[src/rtl/ram_stream_reader.sv]
// Burst reader: streams len words from a 1-cycle-latency RAM through a 2-entry skid buffer.
// Optional abort input is compiled in when RAM_READER_ABORT_EN is defined.
module ram_stream_reader #(
    parameter int WIDTH     = 32,
    parameter int DEPTH_LOG = 10
) (
    input  logic                 clk,
    input  logic                 rst,
    input  logic                 start,
    input  logic [DEPTH_LOG-1:0] baseAdr,
    input  logic [DEPTH_LOG:0]   len,
    output logic                 busy,
    output logic                 done,
    output logic                 rdEn,
    output logic [DEPTH_LOG-1:0] rdAdr,
    input  logic [WIDTH-1:0]     rdDat,
    output logic                 outValid,
    output logic [WIDTH-1:0]     outData,
    output logic                 outLast,
    input  logic                 outReady
`ifdef RAM_READER_ABORT_EN
    ,
    input  logic                 abort
`endif
);

    typedef enum logic [1:0] {IDLE, READ, DRAIN} state_t;

    localparam logic [DEPTH_LOG:0]   LEN_ONE = {{DEPTH_LOG{1'b0}}, 1'b1};
    localparam logic [DEPTH_LOG-1:0] ADR_ONE = {{(DEPTH_LOG-1){1'b0}}, 1'b1};

    state_t               state_q, state_d;
    logic [DEPTH_LOG:0]   remaining_q, remaining_d;
    logic [DEPTH_LOG-1:0] adr_q, adr_d;
    logic                 inflight_q, inflight_d;
    logic                 inflight_last_q, inflight_last_d;
    logic [WIDTH-1:0]     buf_data_q [2];
    logic [WIDTH-1:0]     buf_data_d [2];
    logic [1:0]           buf_last_q, buf_last_d;
    logic                 rd_ptr_q, rd_ptr_d;
    logic                 wr_ptr_q, wr_ptr_d;
    logic [1:0]           count_q, count_d;
    logic                 zero_done_q, zero_done_d;

    logic                 abort_i;
    logic                 pop;
    logic                 last_pop;
    logic                 accept;
    logic [2:0]           occ_sum;
    logic [2:0]           occ_limit;

`ifdef RAM_READER_ABORT_EN
    assign abort_i = abort & (state_q != IDLE);
`else
    assign abort_i = 1'b0;
`endif

    assign accept    = (state_q == IDLE) & start;
    assign occ_sum   = {1'b0, count_q} + {2'b00, inflight_q};
    assign occ_limit = 3'd2 + {2'b00, pop};

    // NOTE: state flops update with non-blocking assignments so every flop samples pre-edge values.
    always_ff @(posedge clk or posedge rst) begin
        if (rst) begin
            state_q <= IDLE;
        end else begin
            state_q <= state_d;
        end
    end

    always_comb begin
        // NOTE: every combinational output gets a default first, otherwise a latch is inferred.
        state_d = state_q;
        case (state_q)
            IDLE:    if (accept && len != '0) state_d = READ;
            READ:    if (abort_i) state_d = IDLE;
                     else if (rdEn && remaining_q == LEN_ONE) state_d = DRAIN;
            DRAIN:   if (abort_i || last_pop) state_d = IDLE;
            default: state_d = IDLE;
        endcase
    end

    always_comb begin
        outValid = (count_q != 2'd0);
        outData  = buf_data_q[rd_ptr_q];
        outLast  = buf_last_q[rd_ptr_q] & outValid & ~abort_i;
        pop      = outValid & outReady;
        last_pop = pop & outLast & (state_q == DRAIN);
        busy     = (state_q != IDLE);
        done     = zero_done_q | last_pop | abort_i;
        rdAdr    = adr_q;
        // A read is allowed only if its word is guaranteed a buffer slot on arrival.
        rdEn     = (state_q == READ) & ~abort_i & (remaining_q != '0) & (occ_sum < occ_limit);
    end

    always_comb begin
        remaining_d     = remaining_q;
        adr_d           = adr_q;
        buf_data_d      = buf_data_q;
        buf_last_d      = buf_last_q;
        rd_ptr_d        = rd_ptr_q;
        wr_ptr_d        = wr_ptr_q;
        inflight_d      = rdEn;
        inflight_last_d = rdEn & (remaining_q == LEN_ONE);
        zero_done_d     = accept & (len == '0);
        count_d         = count_q + {1'b0, inflight_q} - {1'b0, pop};

        if (accept && len != '0) begin
            remaining_d = len;
            adr_d       = baseAdr;
        end else if (rdEn) begin
            remaining_d = remaining_q - LEN_ONE;
            adr_d       = adr_q + ADR_ONE;
        end

        if (inflight_q) begin
            buf_data_d[wr_ptr_q] = rdDat;
            buf_last_d[wr_ptr_q] = inflight_last_q;
            wr_ptr_d             = ~wr_ptr_q;
        end
        if (pop) rd_ptr_d = ~rd_ptr_q;

        if (abort_i) begin
            remaining_d = '0;
            inflight_d  = 1'b0;
            count_d     = 2'd0;
            rd_ptr_d    = 1'b0;
            wr_ptr_d    = 1'b0;
        end
    end

    always_ff @(posedge clk or posedge rst) begin
        if (rst) begin
            remaining_q     <= '0;
            adr_q           <= '0;
            inflight_q      <= 1'b0;
            inflight_last_q <= 1'b0;
            // NOTE: the buffer is reset because its head drives outData, which must read 0 in reset.
            buf_data_q[0]   <= '0;
            buf_data_q[1]   <= '0;
            buf_last_q      <= '0;
            rd_ptr_q        <= 1'b0;
            wr_ptr_q        <= 1'b0;
            count_q         <= 2'd0;
            zero_done_q     <= 1'b0;
        end else begin
            remaining_q     <= remaining_d;
            adr_q           <= adr_d;
            inflight_q      <= inflight_d;
            inflight_last_q <= inflight_last_d;
            buf_data_q      <= buf_data_d;
            buf_last_q      <= buf_last_d;
            rd_ptr_q        <= rd_ptr_d;
            wr_ptr_q        <= wr_ptr_d;
            count_q         <= count_d;
            zero_done_q     <= zero_done_d;
        end
    end

endmodule

[config.mk]
export PLATFORM = sky130hd
export DESIGN_NAME = ram_stream_reader
export DESIGN_NICKNAME = d
export VERILOG_FILES = /design/src/rtl/ram_stream_reader.sv
export SDC_FILE = /design/constraint.sdc
export NUM_CORES = 1
export LEC_CHECK = 0
export BUFFER_PORTS_ARGS = -buffer_cell sky130_fd_sc_hd__buf_4
export CAP_MARGIN = 10
export CORE_UTILIZATION = 54
export CTS_CLUSTER_SIZE = 40
export DETAILED_ROUTE_END_ITERATION = 8
export GPL_TIMING_DRIVEN = 0
export PLACE_DENSITY = 0.8
export SYNTH_ARGS = -nofsm -noshare
export SYNTH_HDL_FRONTEND = slang
export SYNTH_SLANG_ARGS = --single-unit
[constraint.sdc]
create_clock -name clk -period 2.9 [get_ports clk]
set_input_delay 0 -clock clk [delete_from_list [all_inputs] [get_ports clk]]
set_output_delay 0 -clock clk [all_outputs]
set_load 0.02 [all_outputs]
; ---- After elaboration in Yosys (flattened, before gate mapping)
; Cells that the tools add are included.
[op_classes]
n_reduce_logical = 12
n_shift = 0
muxes = 19
n_addsub = 6
n_mul = 0
n_bitwise = 14
n_eq_ne = 6
div_mod_pow = 0
magnitude_cmp = 7
[ops]
columns = op, count
row1 = 32-bit two-way mux, 4
row2 = 64-bit bitwise mux, 1
row3 = 32-bit demux with 1-bit select, 1
row4 = 11-bit two-way mux, 2
row5 = 11-bit nonzero test, 2
row6 = 10-bit two-way mux, 2
row7 = "11-bit by 1-bit equality test with 1-bit output, second input constant", 1
row8 = 11-bit zero test, 1
row9 = "11-bit by 1-bit subtractor with 11-bit output, second input constant", 1
row10 = "10-bit by 1-bit adder with 10-bit output, second input constant", 1
row11 = 1-bit AND, 9
row12 = 2-bit two-way mux, 3
row13 = 2-bit case mux with 3 select lines, 1
row14 = 2-bit nonzero test, 3
row15 = "2-bit greater-or-equal comparator, second input constant", 2
row16 = 1-bit logical AND, 4
row17 = "1-bit by 2-bit less-than comparator with 1-bit output, second input constant", 2
row18 = "2-bit != test, second input constant", 2
row19 = 1-bit inverter with 2-bit output, 2
row20 = 2-bit by 1-bit adder with 3-bit output, 1
row21 = "2-bit by 1-bit adder with 3-bit output, first input constant", 1
row22 = 3-bit less-than comparator, 1
row23 = 1-bit two-way mux, 3
row24 = 3-bit AND reduction, 1
row25 = 12 further kinds, 13
[totals]
mem_bits_rw = 0
input_bits = 57
wordCells = 76
mem_count = 0
romBits = 0
ff_bits = 96
latch_bits = 0

; ---- Logic depth before layout (Yosys ltp)
; Gate-level depths: netlist (run 1).
[logic_depth]
depth_word = 8
depth_mapped = 8
depth_no_buf = 7

; ---- Worst setup path after synthesis (run 1)
; No wires, ideal clock.
[synth_path]
kind = reg-to-reg
startpoint = reg inflight_q
endpoint = reg remaining_q[2]
required_ns = 2.777
setup_slack_ns = 0.937
path_stages_with_launch = 9
arrival_time_ns = 1.840
path_buffers = 1
period_less_slack_ns = 1.963
cell_sequence = dfrtp_1 ha_1 ha_1 o21ai_1 nand3_2 inv_1 buf_2 nand3_1 o221a_1
[synth_between]
elab_chain_cells = 4
[synth_lines]
columns = element, line
row1 = "start, declared", 35  ; logic inflight_q, inflight_d;
row2 = "start signal, assigned", 149  ; inflight_q <= inflight_d;
row3 = 2-bit by 1-bit adder with 3-bit output, 59  ; assign occ_sum = {1'b0, count_q} + {2'b00, inflight_q};
row4 = 3-bit less-than comparator, 93  ; rdEn = (state_q == READ) & ~abort_i & (remaining_q != '0) & (occ_sum < occ_limit);
row5 = 1-bit AND, 93
row6 = named net rdEn, 14  ; output logic rdEn,
row7 = 2-bit nonzero test (no source line), -
row8 = "end signal, assigned", 147  ; remaining_q <= remaining_d;
row9 = "end, declared", 33  ; logic [DEPTH_LOG:0] remaining_q, remaining_d;
; The timed path passes the listed nets, and every way through them passes these cells.
; A chain may end at the register's enable or synchronous reset.

; ---- Worst setup path after layout (run 1)
[layout_path]
startpoint = reg inflight_q
endpoint = out rdEn
[layout_between]
elab_chain_cells = 3
[layout_lines]
columns = element, line
row1 = 2-bit by 1-bit adder with 3-bit output, 59
row2 = 3-bit less-than comparator, 93
row3 = 1-bit AND, 93
row4 = "end, declared", 14
; Every way passes these cells.

==> flow_metrics.py, run 1 <==
metrics = {
    "placed_design": {
        "dp.final_hpwl_mm": 7.13,
        "dp_worst_setup_slack_ns": 0.623,
        "placed_cell_area_um2": 5480,
        "gp_congestion": 0.867,
        "port_buffers": 103,
    },
    "setup_path": {
        "required_ns": 2.90,
        "end_kind": "output pin",
        "critPathKind": "reg -> out",
        "crit_arrival_ns": 2.49,
        "cp_max_fo": 11,
        "r2r_cells": 8,
        "start_kind": "flop",
        "reg2reg_slack_ns": 0.59,
    },
    "cells_and_area": {
        "final_cell_mix": "buf_4, mux2_2, dfrtp_1",
        "diodes": 0,
        "nets": 599,
        "final_layout_size_suffix_gt1_share_pct": 42.7,
        "layout_commonest_cell": "buf_4",
        "area_growth_pct": 37.3,
        "fillers": 534,
        "final_area_um2": 6250,
    },
    "floorplan": {
        "boundaryPins": 104,
        "core.rowCount": 33,
        "die_w_um": 93.8,
        "die-area_um2": 8790,
        "fp.coreArea_um2": 8180,
        "die_h_um": 93.8,
        "initial_utilization_pct": 55.6,
    },
    "power": {
        "ir_drop_uv": 930,
        "p_int_mw": 4.32,
        "p_leak_nw": 2.77,
        "seq_power_share_pct": 32.9,
        "power_frac_comb_pct": 54.6,
        "pwr-share-clk_pct": 12.5,
        "power_density_nw_per_um2": 1150,
        "switching_share_pct": 39.9,
        "switching_power_mw": 2.87,
    },
    "detailed_routing": {
        "ant_nets": 0,
        "vias": 3593,
        "wire_per_inst_um": 16.5,
        "firstDrtPassIters": 4,
        "first_iter_violations": 145,
        "routed_via_density": 5.58,
        "wirelength_mm": 10.6,
        "drc": 0,
    },
    "yosys": {
        "ys_types": 49,
        "avgSynthCellArea_um2": 12.5,
        "synth_edf_count": 0,
        "synth_top_area_cell": "dfrtp_1",
        "synth_nets": 428,
        "synth_cells": 363,
        "synth.top_cells.by_area": "dfrtp_1, mux2_2, ha_1, nor2_1, nand2_1",
        "yosysWarnings": 0,
        "yosys_register_bits": 96,
        "yosys.area_share.simple_pct": 8.47,
        "synth-adder-area-share_pct": 2.20,
        "synth_mux_area_share_pct": 24.5,
        "synth_top_family_by_area": "multiplexers",
        "synthXorXnorAreaFrac_pct": 0.770,
        "ys_seq_area_share_pct": 52.8,
        "synthFlopType": "dfrtp_1",
        "async_flop_share_pct": 100,
        "synth-compound-area-share_pct": 8.25,
        "synthesis.area_um2": 4550,
        "yosysTopAreaCellShare_pct": 52.8,
    },
    "global_routing": {
        "grt_use_total_pct": 25.8,
        "use_met3_pct": 3.88,
        "busiest_layer": "met2",
        "antenna_found_initial": 0,
        "grt_pass1_wl_mm": 17.5,
        "grt_max_degree": 58,
        "gr-total-overflow": 0,
        "grt_util_met1_pct": 32.4,
        "use_met2_pct": 44.1,
        "grt_pass1_vias": 3672,
    },
    "clock_network": {
        "root_buffer": "clkbuf_8",
        "cts.path.max_buffers": 2,
        "cts_tree": "done",
        "clock-sinks": 96,
        "path_clk_slew_ns": 0.09,
        "clkLatencyLatePin_ns": 0.36,
        "cts_max_level": 3,
        "cts_buffers": 9,
        "cts_setup_buffers": 0,
    },
    "timing": {
        "slew_viol_final": 0,
        "fin_crit_ns": 2.49,
        "hold_viol_final": 0,
        "setup_violations": 0,
        "layout_setup_ws_ns": 0.408,
        "period_share_pct": 85.9,
        "rsz0062_at_grt": "false",
        "worstMarginPinSlew_ns": 0.744,
        "fmax_ghz": 0.401,
        "max_slew_margin_pct": 50.3,
        "clock_skew_ns": 0.0116,
    },
    "status": {
        "status": "completed",
    },
    "hold_path": {
        "whs_path_depth": 3,
        "min_path_type": "in -> reg",
    },
    "run": {
        "maxCapViolCount": 0,
    },
}
[layer usage]
metal  vias up  wire length (um)
met3        19               509
li1       1666                 -
met5         -                 0
met2       122              5360
met1      1786              4530
met4         0               195
[state kept, by name, indices dropped and copies added, names as in the netlist]
register,count
inflight_last_q,1
zero_done_q,1
remaining_q,11
inflight_q,1
buf_data_q,64
rd_ptr_q,1
state_q,2
buf_last_q,2
rdAdr,10
wr_ptr_q,1
count_q,2
[power by group through the flow]
stage	registers (mW)	logic (mW)	clock network, mW
after floorplan	2.34	2.61	0
after global placement	2.33	3.75	0
after detailed placement	2.38	3.85	0
after CTS	2.36	3.93	0.924
after global routing	2.45	4.24	0.964
final	2.37	3.93	0.897
[cell type report]
cell class	count	area, um2	area share (%)
timing repair buffer	160	1360	21.8
tap	105	131	2.10
inverter	14	55.1	0.881
clock inverter	7	78.8	1.26
clock buffer	9	124	1.98
sequential	96	2400	38.5
buffer	17	83.8	1.34
multi-input combinational	236	2010	32.2
[Yosys cell counts (4+ instances only)]
cell      instances
ha_1              8
o211ai_1          4
buf_2             4
nand2_1          19
clkbuf_1          5
inv_1            14
nor2_1           21
nand3_1           6
nor3_1            5
mux2_2           98
buf_1             6
dfrtp_1          96
or4_1             4
a21oi_1           7
[logic make-up (layout without fill, tap and decap cells)]
| logic type | Yosys count | in the layout |
|---|---|---|
| DFF | 96 | 96 |
| adders and majority gates | 8 | 8 |
| buffers and inverters | 31 | 207 |
| and+or+nand+nor | 77 | 77 |
| AOI/OAI and AO/OA | 48 | 48 |
| xor gates and xnor gates | 4 | 4 |
| muxes | 99 | 99 |
[per-stage QoR]
step	instances	power [mW]	hold slack [ns]	util, %	TNS, ns
final	644	7.19	0.126	76.4	0
after global routing	644	7.65	0.169	76.4	0
after CTS	644	7.21	0.109	76.4	0
after detailed placement	572	6.23	0.0896	67.1	0
after global placement	571	6.08	0.230	66.7	-57.43
after floorplan	363	4.95	0.116	-	0
[final timing paths]
path | startpoint | endpoint
setup / recovery | inflight_q$_DFF_PP0_ | rdEn
hold / removal | outReady | rd_ptr_q$_DFFE_PP0P_
setup reg to reg | inflight_q$_DFF_PP0_ | rdAdr[5]$_DFFE_PP0P_
hold reg to reg | wr_ptr_q$_DFFE_PP0P_ | wr_ptr_q$_DFFE_PP0P_
max in group asynchronous | rst | buf_data_q[34]$_DFFE_PP0P_
min in group asynchronous | rst | remaining_q[0]$_DFFE_PP0P_
[critical path: stages (launching register included)]
cell,delay [ns]
dfrtp_1,0.45
ha_1,0.23
ha_1,0.26
o21ai_1,0.19
nand3_2,0.23
inv_1,0.28
buf_2,0.31
buf_4,0.19
[repair_timing]
item,4_1_cts,5_1_grt
endpoints found under the hold margin,125,0
resized for setup,0,0
hold buffers,56,0
(Power assumes the default switching activity.)
==> run 2, diff against run 1 <==
--- a/config.mk
+++ b/config.mk
@@ -12,6 +12,7 @@
 export DETAILED_ROUTE_END_ITERATION = 8
 export GPL_TIMING_DRIVEN = 0
 export PLACE_DENSITY = 0.8
+export SKIP_LAST_GASP = 1
 export SYNTH_ARGS = -nofsm -noshare
 export SYNTH_HDL_FRONTEND = slang
 export SYNTH_SLANG_ARGS = --single-unit
==> constraint.sdc (replaced) <==
create_clock -name clk -period 2.9 [get_ports clk]
set_input_delay 0.145 -clock clk [delete_from_list [all_inputs] [get_ports clk]]
set_output_delay 0.145 -clock clk [all_outputs]
set_load 0.02 [all_outputs]
==> run 2 against run 1 <==
Wire length decreased by 7.5%. Die area unchanged. Setup slack got worse by 0.13 ns. Largest power group unchanged.
==> flow_metrics.py, run 2 (synthesized netlist as in run 1, its figures left out) <==
metrics = {
    "status": {
        "status": "completed",
    },
    "timing": {
        "rsz0062_at_grt": "false",
        "fmax_ghz": 0.382,
        "worstMarginPinSlew_ns": 0.747,
        "setup_violations": 0,
        "clock_skew_ns": 0.00749,
        "max_slew_margin_pct": 50.1,
        "fin_crit_ns": 2.62,
        "slew_viol_final": 0,
        "hold_viol_final": 0,
        "layout_setup_ws_ns": 0.280,
        "hold_slack_ns": 0.0194,
        "period_share_pct": 90.3,
    },
    "detailed_routing": {
        "routed_via_density": 5.68,
        "drc": 0,
        "wirelength_mm": 9.80,
        "ant_nets": 0,
        "firstDrtPassIters": 4,
        "wl_met1_mm": 4.28,
        "first_iter_violations": 125,
        "route.met2.wl_mm": 4.80,
        "top_layer": "met4",
        "vias": 3371,
        "wire_per_inst_um": 16.5,
        "met3_length_um": 547,
    },
    "placed_design": {
        "dpl.cell_count": 572,
        "port_buffers": 103,
        "dp.final_hpwl_mm": 7.13,
        "dp_worst_setup_slack_ns": 0.623,
        "gp_congestion": 0.867,
    },
    "clock_network": {
        "post_cts_resized": 0,
        "cts_tree": "done",
        "cts_max_level": 3,
        "cts.path.max_buffers": 2,
        "clkLatencyLatePin_ns": 0.36,
        "root_buffer": "clkbuf_8",
        "path_clk_slew_ns": 0.10,
        "cts_setup_buffers": 0,
        "cts_buffers": 9,
        "clock-sinks": 96,
    },
    "floorplan": {
        "die_w_um": 93.8,
        "boundaryPins": 104,
        "die-area_um2": 8790,
        "core.rowCount": 33,
        "initial_utilization_pct": 55.6,
        "fp.coreArea_um2": 8180,
        "die_h_um": 93.8,
    },
    "setup_path": {
        "required_ns": 2.76,
        "reg2reg_slack_ns": 0.61,
        "crit_arrival_ns": 2.48,
        "path_delay_family": "buffers and inverters",
        "rr_endpoint": "rdAdr[5]$_DFFE_PP0P_",
        "start_kind": "flop",
        "worst-path-buf-inv": 3,
        "r2r_cells": 8,
        "crit_chain": "ha_1 > ha_1 > o21ai_1 > nand3_2 > inv_1 > buf_2 > buf_4",
        "cpPeakStageDelay_ns": 0.44,
        "end_kind": "output pin",
        "cp_max_fo": 11,
        "critPathKind": "reg -> out",
        "r2r_start": "inflight_q$_DFF_PP0_",
        "cp_common_cell": "ha_1",
        "slowest_stage": "dfrtp_1",
    },
    "cells_and_area": {
        "fillers": 628,
        "area.sequential_um2": 2400,
        "layout_commonest_cell": "buf_4",
        "area_growth_pct": 26.3,
        "nets": 549,
        "diodes": 0,
        "final_layout_size_suffix_gt1_share_pct": 47.0,
        "multi_input_area_um2": 2010,
        "final_cells": 594,
        "final_cell_mix": "buf_4, mux2_2, dfrtp_1",
        "regMostFlops": "buf_data_q",
        "fin_util_pct": 70.3,
        "largest_reg_flops": 64,
    },
    "global_routing": {
        "antenna_found_initial": 0,
        "grt_pass1_vias": 3351,
        "grt_use_total_pct": 23.6,
        "grt_max_degree": 58,
        "gr-total-overflow": 0,
        "grt_pass1_wl_mm": 16.0,
    },
    "power": {
        "p_leak_nw": 2.56,
        "power.total_mw": 7.10,
        "ir_drop_uv": 929,
        "power_density_nw_per_um2": 1240,
    },
    "hold_path": {
        "hold_start": "rdDat[31]",
        "whs_path_depth": 2,
        "min_path_type": "in -> reg",
        "hold_end": "buf_data_q[63]$_DFFE_PP0P_",
    },
    "run": {
        "maxCapViolCount": 0,
    },
}
run 2: what timing repair did:
item / 4_1_cts / 5_1_grt
setup endpoints to repair: 0 / 0
hold buffers: 6 / 0
endpoints found under the hold margin: 44 / 0
run 2: area by class of cell:
type	count	share of cell area, %
repair buffers	110	15.0
well taps	105	2.29
plain buffers	17	1.46
multi-input cells	236	35.0
clock inverters	7	1.37
inverters	14	0.958
flip-flops and latches	96	41.8
clock buffers	9	2.16
run 2: report_power, final:
group	total [mW]	internal (mW)	leakage, nW	switching (mW)
registers	2.36	1.97	1.13	0.390
clock network	0.894	0.409	0.0982	0.485
logic	3.85	1.90	1.33	1.95
run 2: layer usage:
layer | up-vias | track usage [%]
li1 | 1565 | -
met1 | 1669 | 31.1
met2 | 120 | 38.7
met3 | 17 | 3.40
met4 | 0 | 10.6
met5 | - | 0
run 2: how the worst max path moves through the flow:
stage	endpoint	slack, ns	from	depth (start not counted)
floorplan	buf_data_q[0]$_DFFE_PP0P_	0.25	rst	1
global placement	buf_data_q[5]$_DFFE_PP0P_	-0.75	rst	2
detailed placement	rdAdr[5]$_DFFE_PP0P_	0.62	inflight_q$_DFF_PP0_	8
CTS	rdEn	0.26	inflight_q$_DFF_PP0_	7
global route	rdEn	0.13	inflight_q$_DFF_PP0_	7
finish	rdEn	0.28	inflight_q$_DFF_PP0_	7
run 2: per-stage QoR:
stage / TNS, ns / instance area [um2]
finish: 0 / 5750
global route: 0 / 5750
CTS: 0 / 5750
detailed placement: 0 / 5480
global placement: -71.35 / 5450
floorplan: 0 / 4550
